`src/rtl/bird_vertical_ctrl.sv`:
```
// Bird vertical-motion stage: tracks the bird row on the LED matrix and the
// game phase (IDLE / RISE / FALL / DEAD) from fall ticks, flap key and hits.
module bird_vertical_ctrl #(
    parameter int unsigned ROWS        = 16,
    parameter int unsigned ROW_W       = 4,
    parameter int unsigned START_ROW   = 7,
    parameter int unsigned FLAP_HEIGHT = 3
) (
    input  logic             clk,
    input  logic             reset,
    input  logic             fall_tick,
    input  logic             flap_key,
    input  logic             hit,
    output logic [ROW_W-1:0] bird_row,
    output logic [ROWS-1:0]  bird_onehot,
    output logic             playing,
    output logic             crashed
);

    localparam int unsigned     CNT_W    = $clog2(FLAP_HEIGHT + 1);
    localparam logic [ROW_W-1:0] START_R = ROW_W'(START_ROW);
    localparam logic [ROW_W-1:0] GROUND  = ROW_W'(ROWS - 1);
    localparam logic [CNT_W-1:0] FLAP_CNT = CNT_W'(FLAP_HEIGHT);

    typedef enum logic [1:0] {
        S_IDLE = 2'd0,
        S_RISE = 2'd1,
        S_FALL = 2'd2,
        S_DEAD = 2'd3
    } state_e;

    state_e           state_q, state_d;
    logic [ROW_W-1:0] row_q, row_d;
    logic [CNT_W-1:0] rise_cnt_q, rise_cnt_d;
    logic             key_q;
    logic [ROWS-1:0]  onehot_q, onehot_d;
    logic             playing_q, playing_d;
    logic             crashed_q, crashed_d;
    logic             flap_pulse;

    // Rising edge of the flap key: a held key gives a single pulse
    always_comb begin
        flap_pulse = flap_key & ~key_q;
    end

    // Next-state, row and climb-counter logic; priority hit > flap > tick
    always_comb begin
        state_d    = state_q;
        row_d      = row_q;
        rise_cnt_d = rise_cnt_q;
        case (state_q)
            S_IDLE: begin
                if (flap_pulse) begin
                    state_d    = S_RISE;
                    rise_cnt_d = FLAP_CNT;
                end
            end
            S_RISE: begin
                if (hit) begin
                    state_d = S_DEAD;
                end else if (flap_pulse) begin
                    rise_cnt_d = FLAP_CNT;
                end else if (fall_tick) begin
                    if (row_q != '0) begin
                        row_d = row_q - ROW_W'(1);
                    end
                    if (rise_cnt_q <= CNT_W'(1)) begin
                        rise_cnt_d = '0;
                        state_d    = S_FALL;
                    end else begin
                        rise_cnt_d = rise_cnt_q - CNT_W'(1);
                    end
                end
            end
            S_FALL: begin
                if (hit) begin
                    state_d = S_DEAD;
                end else if (flap_pulse) begin
                    state_d    = S_RISE;
                    rise_cnt_d = FLAP_CNT;
                end else if (fall_tick) begin
                    // Reaching the ground row is a crash on the same edge
                    if (row_q >= GROUND - ROW_W'(1)) begin
                        row_d   = GROUND;
                        state_d = S_DEAD;
                    end else begin
                        row_d = row_q + ROW_W'(1);
                    end
                end
            end
            S_DEAD: begin
                if (flap_pulse) begin
                    state_d    = S_IDLE;
                    row_d      = START_R;
                    rise_cnt_d = '0;
                end
            end
            default: begin
                state_d = S_IDLE;
            end
        endcase
    end

    // Output values precomputed from next state so outputs come straight off flops
    always_comb begin
        playing_d = (state_d == S_RISE) | (state_d == S_FALL);
        crashed_d = (state_d == S_DEAD);
        onehot_d  = ROWS'(1) << row_d;
    end

    // State and output registers
    always_ff @(posedge clk or negedge reset) begin
        if (!reset) begin
            state_q    <= S_IDLE;
            row_q      <= START_R;
            rise_cnt_q <= '0;
            key_q      <= 1'b0;
            onehot_q   <= ROWS'(1) << START_R;
            playing_q  <= 1'b0;
            crashed_q  <= 1'b0;
        end else begin
            state_q    <= state_d;
            row_q      <= row_d;
            rise_cnt_q <= rise_cnt_d;
            key_q      <= flap_key;
            onehot_q   <= onehot_d;
            playing_q  <= playing_d;
            crashed_q  <= crashed_d;
        end
    end

    assign bird_row    = row_q;
    assign bird_onehot = onehot_q;
    assign playing     = playing_q;
    assign crashed     = crashed_q;

endmodule

```
`config.mk`:
```
export PLATFORM = sky130hd
export DESIGN_NAME = bird_vertical_ctrl
export DESIGN_NICKNAME = d
export VERILOG_FILES = /design/src/rtl/bird_vertical_ctrl.sv
export SDC_FILE = /design/constraint.sdc
export NUM_CORES = 1
export LEC_CHECK = 0
export BUFFER_PORTS_ARGS = -buffer_cell sky130_fd_sc_hd__buf_2
export CAP_MARGIN = 25
export CORE_MARGIN = 2
export CORE_UTILIZATION = 55
export DETAILED_ROUTE_END_ITERATION = 8
export PLACE_DENSITY = 0.81
export SYNTH_ARGS = -nofsm -noshare
export SYNTH_HDL_FRONTEND = slang
export SYNTH_SLANG_ARGS = --single-unit
```
`constraint.sdc`:
```
create_clock -name clk -period 6.2 [get_ports clk]
set_clock_uncertainty 0.2 [all_clocks]
set_input_delay 0.93 -clock clk [delete_from_list [all_inputs] [get_ports clk]]
set_output_delay 0.93 -clock clk [all_outputs]
set_load 0.005 [all_outputs]
```
==> impl_metrics.tcl <==
set metrics [dict create \
    worstPathArrival_ns 2.78 \
    slew_violations 0 \
    path_cells "inv_1 > ha_1 > o21ai_0 > a31oi_1 > o21ai_0 > o311a_1 > inv_4 > nor4_2" \
    crit_buf_inv 2 \
    hp-class "primary input to asynchronous set/reset pin" \
    syn_inst 122 \
    fin_util 0.6417 \
    wl_per_cell_um 16.18 \
    worstSetupPathType "flip-flop to flip-flop" \
    post-route-min-period_ns 2.745 \
    setup.worst_path.start_class "flip-flop" \
    cts_buffers 3 \
    drt_iter0_drc 26 \
    gp_congestion 0.8703 \
    ys_seq_area_frac 0.4780 \
    route.vias.total 1040 \
    drive_above_1_share 0.3973 \
    grt_max_degree 28 \
    clk_latency_ns 0.32 \
    grt_usage 0.2253 \
    status "finished, final reports clean" \
    drc 0 \
    syn_avg_cell_area_um2 11.67 \
    io_pins 27 \
    diodes 0 \
    netlist_top_cells_area "dfrtp_1 40%, nor4_2 11%, dfstp_2 7.4%" \
    crit_family "compound AO/OA/AOI/OAI gates" \
    hold_buffers 0 \
    cpPeakStageDelay_ns 0.66 \
    synth_fp_nets 131 \
    tns_ns 0 \
    cts-htree-levels 1 \
    synthFlopType "dfrtp_1" \
    setup_violations 0 \
    path_clk_slew_ns 0.14 \
    start_util 0.5800 \
    mostFrequentLayoutCell "buf_2" \
    grt_pass1_wl_mm 4.664 \
    drv_cap 0 \
    powerDensity_mw_per_mm2 476.5 \
    antenna_found_initial 0 \
    cts_resized 0 \
    fillerInstances 204 \
    ctsRootBufferMaster "clkbuf_4" \
    hold_violations 0 \
    post_cts_buffers 0 \
    final-seq-area_um2 680.7 \
    first_pass_iters 4 \
    yosys.area.top_type_share 0.4042 \
    dieArea_mm2 0.003012 \
    slowest_stage "dfstp_2" \
    num_rows 18 \
    detail-route-antenna-nets 0 \
    ys_async_sr_fraction 1.000 \
    syn_area_mm2 0.001424 \
    gr-total-overflow 0 \
    tightest_slew_ns 0.5562 \
    fin_crit_sh 0.4428 \
    first_global_vias 970 \
    end_kind "flip-flop" \
    synth_edf_count 0 \
    rsz0062_at_grt "no" \
    fin_nets 156 \
    ys_warn_count 0 \
    hpwl_mm 2.120 \
    cts_max_path_buffers 2 \
    setup_ws_ns 3.455 \
    crit_top_cell "o21ai_0" \
    via_per_inst 5.909 \
    path_max_fanout 9 \
    tritoncts "built" \
    slew_headroom 0.6292 \
    p_leak_nw 0.7276 \
    fmax_mhz 364.3 \
    area_growth_pct 10.63 \
    layout_common_cells "26 x buf_2, 23 x dfrtp_1, 12 x nor4_2" \
    synth_seq_cells 27 \
    dp_slack_ns 3.183 \
    multiInputGateArea_um2 650.6 \
    dieHeight_um 54.88 \
    fp.dieW_um 54.88 \
    core_mm2 0.002455 \
    ys_types 44 \
    hold_slack_ns 0.3673 \
    routed_wl_mm 2.848 \
    crit_required_ns 6.23 \
    port_buffers 26 \
    clock-sinks 27 \
    peakVddDrop_mv 0.3053 \
    yosysTopAreaCell "dfrtp_1" \
]
-- sequential cells by signal, indices dropped and copies added (netlist names) --
signal and flops:
bird_row 4, crashed 1, state_q 2, bird_onehot 16, key_q 1, rise_cnt_q 2
playing 1
-- stage by stage --
stage          power [W]  area [µm²]  std cells
3_3_place_gp   0.0006629        1548        172
4_1_cts        0.0007559        1575        176
2_1_floorplan  0.0005897        1424        122
6_report       0.0007506        1575        176
5_1_grt        0.0008149        1575        176
3_5_place_dp   0.0006836        1548        172
-- worst register-to-register path: cells and delay by family (launching register included) --
family,cells,cell delay (ns)
fa+ha+maj,1,0.20
compound gates,4,1.02
simple gates,1,0.33
flops,1,0.66
buf+inv,2,0.26
-- layer usage --
metal / share of wire / up-vias / global-route usage
met5: 0 / - / 0
met4: 0.015 / 0 / 0.07917
met3: 0.056 / 4 / 0.02459
met2: 0.51 / 38 / 0.3710
met1: 0.42 / 491 / 0.3071
li1: - / 507 / -
-- worst paths after layout --
kind	startpoint	end	slack (ns)	cells after the start
max in group asynchronous	reset	bird_onehot[7]	5.05	1
worst min register to register	rise_cnt_q[0]	rise_cnt_q[0]	0.37	2
worst max-delay path	bird_row[0]	bird_onehot[9]	3.45	8
min in group clk	rise_cnt_q[0]	rise_cnt_q[0]	0.37	2
worst max register to register	bird_row[0]	bird_onehot[9]	3.45	8
worst min-delay path	reset	bird_onehot[12]	0.37	1
-- kinds of logic (layout without fill, tap and decap cells) --
logic type,after synthesis,in the layout,share of synthesized area
multiplexers,2,2,0.01406
flip-flops,27,27,0.4780
AO/OA/AOI/OAI,28,28,0.1441
adder cells (fa/ha/maj),4,4,0.03515
buffers and inverters,15,39,0.06503
AND/OR/NAND/NOR,46,46,0.2636
-- report_power, final --
part | switching (W) | leakage [nW] | internal [W]
Combinational | 0.000233 | 0.371 | 0.000139
Clock | 0.0000484 | 0.0177 | 0.0000242
Sequential | 0.0000679 | 0.339 | 0.000239
-- layout make-up --
class,instances,share of cell area
sequential,27,0.4321
tap,30,0.02383
clock buffer,3,0.01430
inverter,9,0.03098
clock inverter,1,0.003177
multi-input combinational,80,0.4130
timing repair buffer,26,0.08261
-- cell usage after synthesis (all sizes together) (2+ instances only) --
| library cell | instances |
|---|---|
| a21oi | 8 |
| a22oi | 2 |
| a2bb2oi | 2 |
| buf | 6 |
| dfrtp | 23 |
| dfstp | 4 |
| ha | 4 |
| inv | 9 |
| mux2i | 2 |
| nand2 | 6 |
| nand2b | 3 |
| nand3 | 2 |
| nor2 | 2 |
| nor2b | 4 |
| nor3 | 3 |
| nor3b | 2 |
| nor4 | 17 |
| o211a | 2 |
| o21ai | 7 |
Power figures use the tool's default switching activity.
